[src/rtl/ov7670_stream_source.sv]
// rtl/ov7670_stream_source.sv - OV7670-style vsync/href/data byte stream generator with test patterns
// All outputs are registered from the next-cycle position (state_d/col_d/line_d).
module ov7670_stream_source #(
  parameter int H_ACTIVE    = 640,
  parameter int H_BLANK     = 288,
  parameter int VSYNC_LINES = 3,
  parameter int V_BACK      = 17,
  parameter int V_ACTIVE    = 480,
  parameter int V_FRONT     = 10
) (
  input  logic        clk,
  input  logic        reset,
  input  logic        enable,
  input  logic [1:0]  pattern_sel,
  input  logic [15:0] solid_rgb,
  output logic        cam_href,
  output logic        cam_vsync,
  output logic [7:0]  cam_data,
  output logic        frame_start,
  output logic        busy
);

  localparam int L       = 2*H_ACTIVE + H_BLANK;
  localparam int COL_W   = $clog2(L);
  localparam int LINE_W  = $clog2(VSYNC_LINES + V_BACK + V_ACTIVE + V_FRONT + 1);
  localparam int BAR_PIX = H_ACTIVE / 8;
  localparam int BAR_W   = $clog2(BAR_PIX + 1);

  localparam logic [COL_W-1:0] COL_LAST = COL_W'(L - 1);
  localparam logic [COL_W-1:0] HREF_END = COL_W'(2*H_ACTIVE);
  localparam logic [BAR_W-1:0] BAR_LAST = BAR_W'(BAR_PIX - 1);

  typedef enum logic [2:0] {
    S_IDLE, S_VSYNC, S_VBACK, S_ACTIVE, S_VFRONT
  } state_t;

  state_t            state_q, state_d;
  logic [COL_W-1:0]  col_q, col_d;
  logic [LINE_W-1:0] line_q, line_d;
  logic [BAR_W-1:0]  bar_pix_q, bar_pix_d;
  logic [2:0]        bar_idx_q, bar_idx_d;
  logic [1:0]        sel_q, sel_d;
  logic [15:0]       rgb_q, rgb_d;
  logic              href_q, href_d;
  logic              vsync_q, vsync_d;
  logic [7:0]        data_q, data_d;
  logic              fs_q, fs_d;
  logic              busy_q, busy_d;

  logic [LINE_W-1:0] line_last;
  logic [15:0]       pix;
  logic [15:0]       bar_rgb;
  logic [5:0]        ramp_x;
  logic              chk;

  always_comb begin
    line_last = '0;
    case (state_q)
      S_VSYNC:  line_last = LINE_W'(VSYNC_LINES - 1);
      S_VBACK:  line_last = LINE_W'(V_BACK - 1);
      S_ACTIVE: line_last = LINE_W'(V_ACTIVE - 1);
      S_VFRONT: line_last = LINE_W'(V_FRONT - 1);
      default:  line_last = '0;
    endcase
  end

  always_comb begin
    state_d = state_q;
    col_d   = col_q;
    line_d  = line_q;
    sel_d   = sel_q;
    rgb_d   = rgb_q;
    fs_d    = 1'b0;
    if (state_q == S_IDLE) begin
      if (enable) begin
        state_d = S_VSYNC;
        col_d   = '0;
        line_d  = '0;
        sel_d   = pattern_sel;
        rgb_d   = solid_rgb;
        fs_d    = 1'b1;
      end
    end else if (col_q == COL_LAST) begin
      col_d = '0;
      if (line_q == line_last) begin
        line_d = '0;
        case (state_q)
          S_VSYNC:  state_d = S_VBACK;
          S_VBACK:  state_d = S_ACTIVE;
          S_ACTIVE: state_d = S_VFRONT;
          default: begin
            // Back-to-back frames: restart without passing through IDLE
            if (enable) begin
              state_d = S_VSYNC;
              sel_d   = pattern_sel;
              rgb_d   = solid_rgb;
              fs_d    = 1'b1;
            end else begin
              state_d = S_IDLE;
            end
          end
        endcase
      end else begin
        line_d = line_q + 1'b1;
      end
    end else begin
      col_d = col_q + 1'b1;
    end
  end

  // Bar position advances on each new pixel instead of dividing x
  always_comb begin
    bar_pix_d = bar_pix_q;
    bar_idx_d = bar_idx_q;
    if (col_d == '0) begin
      bar_pix_d = '0;
      bar_idx_d = '0;
    end else if (col_q[0]) begin
      if (bar_pix_q == BAR_LAST) begin
        bar_pix_d = '0;
        bar_idx_d = bar_idx_q + 1'b1;
      end else begin
        bar_pix_d = bar_pix_q + 1'b1;
      end
    end
  end

  always_comb begin
    bar_rgb = 16'h0000;
    case (bar_idx_d)
      3'd0: bar_rgb = 16'hFFFF;
      3'd1: bar_rgb = 16'hFFE0;
      3'd2: bar_rgb = 16'h07FF;
      3'd3: bar_rgb = 16'h07E0;
      3'd4: bar_rgb = 16'hF81F;
      3'd5: bar_rgb = 16'hF800;
      3'd6: bar_rgb = 16'h001F;
      default: bar_rgb = 16'h0000;
    endcase
  end

  always_comb begin
    ramp_x = 6'(32'(col_d) >> 3);
    chk    = 1'((32'(col_d) >> 4) ^ (32'(line_d) >> 3));
    pix    = 16'h0000;
    case (sel_d)
      2'd0: pix = bar_rgb;
      2'd1: pix = rgb_d;
      2'd2: pix = {ramp_x[5:1], ramp_x, ramp_x[5:1]};
      default: pix = chk ? 16'hFFFF : 16'h0000;
    endcase
  end

  always_comb begin
    vsync_d = (state_d == S_VSYNC);
    busy_d  = (state_d != S_IDLE);
    href_d  = (state_d == S_ACTIVE) && (col_d < HREF_END);
    data_d  = 8'h00;
    if (href_d) begin
      data_d = col_d[0] ? pix[7:0] : pix[15:8];
    end
  end

  always_ff @(posedge clk) begin
    if (reset) begin
      state_q   <= S_IDLE;
      col_q     <= '0;
      line_q    <= '0;
      bar_pix_q <= '0;
      bar_idx_q <= '0;
      sel_q     <= '0;
      rgb_q     <= '0;
      href_q    <= 1'b0;
      vsync_q   <= 1'b0;
      data_q    <= 8'h00;
      fs_q      <= 1'b0;
      busy_q    <= 1'b0;
    end else begin
      state_q   <= state_d;
      col_q     <= col_d;
      line_q    <= line_d;
      bar_pix_q <= bar_pix_d;
      bar_idx_q <= bar_idx_d;
      sel_q     <= sel_d;
      rgb_q     <= rgb_d;
      href_q    <= href_d;
      vsync_q   <= vsync_d;
      data_q    <= data_d;
      fs_q      <= fs_d;
      busy_q    <= busy_d;
    end
  end

  assign cam_href    = href_q;
  assign cam_vsync   = vsync_q;
  assign cam_data    = data_q;
  assign frame_start = fs_q;
  assign busy        = busy_q;

endmodule

[config.mk]
export PLATFORM = sky130hd
export DESIGN_NAME = ov7670_stream_source
export DESIGN_NICKNAME = d
export VERILOG_FILES = /design/src/rtl/ov7670_stream_source.sv
export SDC_FILE = /design/constraint.sdc
export NUM_CORES = 1
export LEC_CHECK = 0
export ABC_CLOCK_PERIOD_IN_PS = 9300
export CAP_MARGIN = 20
export CORE_MARGIN = 5
export CORE_UTILIZATION = 45
export DETAILED_ROUTE_END_ITERATION = 8
export PLACE_DENSITY = 0.64
export SYNTH_ARGS = -nofsm -noshare
export SYNTH_HDL_FRONTEND = slang
export SYNTH_SLANG_ARGS = --single-unit
export TNS_END_PERCENT = 10
[constraint.sdc]
create_clock -name clk -period 9.3 [get_ports clk]
set_input_delay 1.86 -clock clk [delete_from_list [all_inputs] [get_ports clk]]
set_output_delay 1.86 -clock clk [all_outputs]
set_load 0.02 [all_outputs]
Yosys cells after proc, flatten, opt, wreduce, memory -nomap -nowiden
Index checks and enable logic that the tools add are counted.
Cells by class
  add/sub/neg operators: 4
  order comparisons: 1
  equality and inequality tests: 18
  mux-type cells: 37
  bitwise operators: 2
  reductions and logical operators: 11
Operator list (count)
  case mux 16 bit (7 select lines): 1
  two-way mux 16 bit: 6
  case mux 16 bit (3 select lines): 1
  two-way mux 9 bit: 4
  case mux 9 bit (4 select lines): 1
  two-way mux 11 bit: 3
  two-way mux 3 bit: 7
  == test 3 x 2 -> 1 bit (second input constant): 5
  == test 3 bit (second input constant): 4
  adder 11 x 1 -> 11 bit (second input constant): 1
  == test 11 bit (second input constant): 1
  zero test 11 bit: 1
  < comparator 11 bit (second input constant): 1
  two-way mux 2 bit: 5
  adder 9 x 1 -> 9 bit (second input constant): 1
  == test 3 x 1 -> 1 bit (second input constant): 3
  == test 9 bit: 1
  case mux 3 bit (3 select lines): 1
  two-way mux 8 bit: 1
  adder 7 x 1 -> 7 bit (second input constant): 1
  == test 7 bit (second input constant): 1
  two-way mux 7 bit: 1
  zero test 3 bit: 2
  two-way mux 1 bit: 6
  13 further kinds: 14
Word-level totals
  register bits: 63
  input port bits: 21
  output and inout port bits: 12
  logic and storage cells: 86

Depth between registers and ports, before layout
  word-level depth: 10
  mapped depth: 11
  depth with buffers taken out: 10

Worst setup path before layout
Ideal clock, no wire load.
  kind: input-to-reg
  from: input enable
  to: register data_q[3], in the netlist cam_data[3]
  library setup time: 0.122 ns
  arrival time: 3.615 ns
  required time: 9.178 ns
  path slack: 5.564 ns
  stages on the path: 7
  path buffers: 1
  cell sequence: or4b_1 > clkbuf_1 > nand2_2 > mux2_4 > o22ai_1 > o31ai_2 > o311a_1
On the way
  cells in the longest elaborated chain, start to end: 9
  elaborated cells between the ends (all ways): 42
  those cells by class: order compare (1); eq/ne (9); mux (25); bitwise (2); reduce/logical (5)
RTL lines
  start, declared: RTL line 13  | input logic enable,
  parallel branches: the longest is 9 deep, another holds case mux 16 bit (7 select lines)
  end signal, assigned: RTL line 188  | data_q <= data_d;
  end, declared: RTL line 46  | logic [7:0] data_q, data_d;
Parallel ways; which one is timed is not known. The select of a mux whose other input is x is not followed.
A chain may end at the register's enable or synchronous reset.

Worst setup path after layout
Ends and elaborated chain as after synthesis.

==> summary.md <==
| Metric | Value |
|---|---|
| Detailed-route via count | `roughly 3.3k` |
| Top cell type's share of synthesized area | `0.3656` |
| Grt total ovfl | `0` |
| Peak VDD IR | `between 70 and 80 µV` |
| Yosys reg bits | `63` |
| Mapped Area | `3450 µm²` |
| Die area | `between 9000 and 10000 µm²` |
| Final nets | `486` |
| Placed cell area | `about 3800 µm²` |
| Setup Skew | `0.01002 ns` |
| Worst-margin pin slew | `just over 0.7 ns` |
| CTS tree | `built` |
| Starting density of the core | `0.4535` |
| Area contributors post-synth | `dfxtp_1 37%, nor2_1 6.6%, nand2_1 5.9%` |
| Gate Count Post-Synth | `around 430` |
| Cts hold-fix bufs | `0` |
| Synth unique cells | `68` |
| Sequential share of the synthesized area | `0.3656` |
| Detailed router's first-iteration violation count | `~280` |
| Clock slew at reported path FFs | `~0.070 ns` |
| Synth Flop Type | `dfxtp_1` |
| Post-CTS Resized | `0` |
| Final setup viols | `0` |
| CTS root buf | `clkbuf_8` |
| Vias per cell | `5.750` |
| Yosys Warn Count | `0` |
| Later-pin clock latency in the skew report | `roughly 0.34 ns` |
| Final setup margin | `between 4 and 5 ns` |
| Commonest cells in the synthesized netlist | `63 x dfxtp_1, 61 x nor2_1, 54 x nand2_1, 28 x a21oi_1, 17 x nand3_1` |
| Final GP Congestion | `0.9633` |
| DRC Markers | `0` |
| Chip Width | `between 90 and 100 µm` |
| Initial antenna violation count | `0` |
| Clock Path Buffers | `2` |
| H-Tree Depth | `3` |
| Wire per inst | `around 15 µm` |
| First drt pass iteration count | `7` |
| Beginning of the worst register-to-register path | `state_q[1]$_SDFF_PP0_` |
| Largest net degree at the start of global routing | `between 40 and 50` |
| Routed Wire Length | `approximately 8600 µm` |
| Layout cells sized above 1 | `0.08369` |
| Clk sinks | `63` |
| RSZ-0062 raised after global routing | `no` |
| Vias in the first global route | `2977` |
| Final worst path period need | `around 4.6 ns` |
| Final instance area | `approximately 4000 µm²` |
| Final worst-path cycle share | `0.4983` |
| CP Capture Type | `flop` |
| Port bufs | `32` |
| Final hold violation count | `0` |
| Syn nets | `~460` |
| Critical path peak fanout | `23` |
| Status | `finished clean` |
| GRT Total Usage | `0.1794` |
| Fmax | `between 200 and 250 MHz` |
| DP Wirelength | `just over 6000 µm` |
| Data arrival, critical path | `slightly below 5 ns` |
| CP required | `~9.5 ns` |
| Power Dens Cells | `between 100 and 150 nW/µm²` |
| Leak | `1.396 nW` |
| Layout area overhead | `17.41%` |
| Setup_tns | `0 ns` |
| Origin of the worst setup path | `enable` |
| Synth async-reset ratio | `0` |
| Critical path class | `in -> reg` |
| Dpl ws | `4.352 ns` |
| ANT cells | `0` |
| Die height | `97.56 µm` |
| Most frequent cell after synthesis | `dfxtp_1` |
| Synth area leader | `dfxtp_1` |
| Core ar. | `7607 µm²` |
| Postcts setup bufs | `0` |
| IO Count | `33` |
| Core Rows | `32` |
| Routed Antenna Nets | `0` |
| Global-route wire length before repair | `between 10000 and 15000 µm` |
| Total power | `roughly 0.00061 W` |
| Worst Hold Class | `reg -> reg` |
| Worst setup SP type | `input pin` |
| Post-synth EDFFs | `0` |
| Min-delay src | `rgb_q[13]$_SDFF_PP0_` |
| MaxCap Viol Count | `0` |
| Num CTS Buffers | `9` |
| Syn Area/Cell | `about 7.9 µm²` |
| Max Slew Vio Count | `0` |
| Slew HR | `0.5116` |
worst paths after layout:
path,endpoint,slack [ns],cells after the start
max,cam_data[3]$_SDFF_PP0_,4.67,7
min,rgb_q[13]$_SDFF_PP0_,0.46,2
min reg2reg,rgb_q[13]$_SDFF_PP0_,0.46,2
max reg2reg,cam_data[3]$_SDFF_PP0_,5.44,9
through the flow:
stage	std cells	hold slack, ns	util
final	568	0.4571	0.5324
after floorplan	434	0.4266	-
after global placement	552	0.4373	0.5046
after detailed placement	552	0.4468	0.5046
after CTS	568	0.4576	0.5324
after global routing	568	0.4671	0.5324
report_power, final:
group          switching (W)  internal [W]
Combinational      0.0000394     0.0000277
Sequential        0.00000521      0.000276
Clock               0.000107      0.000151
Total               0.000152      0.000454
area by class of cell:
cell class | count | area, µm²
fillers | 732 | 3557
inverters | 9 | 33.78
clock buffers | 10 | 127.6
flip-flops and latches | 63 | 1261
well taps | 102 | 127.6
clock inverters | 6 | 83.83
multi-input cells | 343 | 2073
repair buffers | 35 | 342.8
sequential cells by signal (all words and copies together) (netlist names):
name / count
cam_data: 8
bar_pix_q: 7
col_q: 11
state_q: 3
busy: 1
line_q: 9
cam_vsync: 1
rgb_q: 16
frame_start: 1
sel_q: 2
bar_idx_q: 3
cam_href: 1
per-layer routing:
layer  global-route usage  vias to the layer above  part of all wire
li1                     -                     1623                 -
met4              0.07987                        0             0.028
met1               0.2343                     1519              0.47
met5                    0                        -                 0
met2               0.2862                      103              0.46
met3              0.03446                       21             0.047
cells by family after synthesis:
| logic type | count (synthesis) | synth area share |
|---|---|---|
| adders and majority gates | 4 | 0.01451 |
| AOI/OAI and AO/OA | 97 | 0.1951 |
| buffers and inverters | 28 | 0.03337 |
| DFF | 63 | 0.3656 |
| and+or+nand+nor | 215 | 0.3156 |
| xor gates and xnor gates | 12 | 0.03047 |
| muxes | 15 | 0.04534 |
placed cells by master, fill, tap and decap left out, types with 6 or more instances in the layout:
cell type and count:
xnor2_1 7, inv_1 9, a31oi_1 6, nand4_1 8, dfxtp_1 63, mux2i_1 13, nor3_1 14, nor4_1 7
and3_1 6, o21ai_0 15, nand3_1 17, nand2_1 54, clkdlybuf4s50_1 32, nor3b_1 7, a21oi_1 28, clkbuf_8 9
nor2_1 61, nand2b_1 8, nor2b_1 6
critical path: stages:
cell and delay, ns:
clkdlybuf4s50_1 0.60, or4b_1 0.66, nand2_2 0.51, mux2_4 0.37, o22ai_1 0.40, o31ai_2 0.11, o311a_1 0.34
Note: power is estimated with default switching activity, not from simulation.
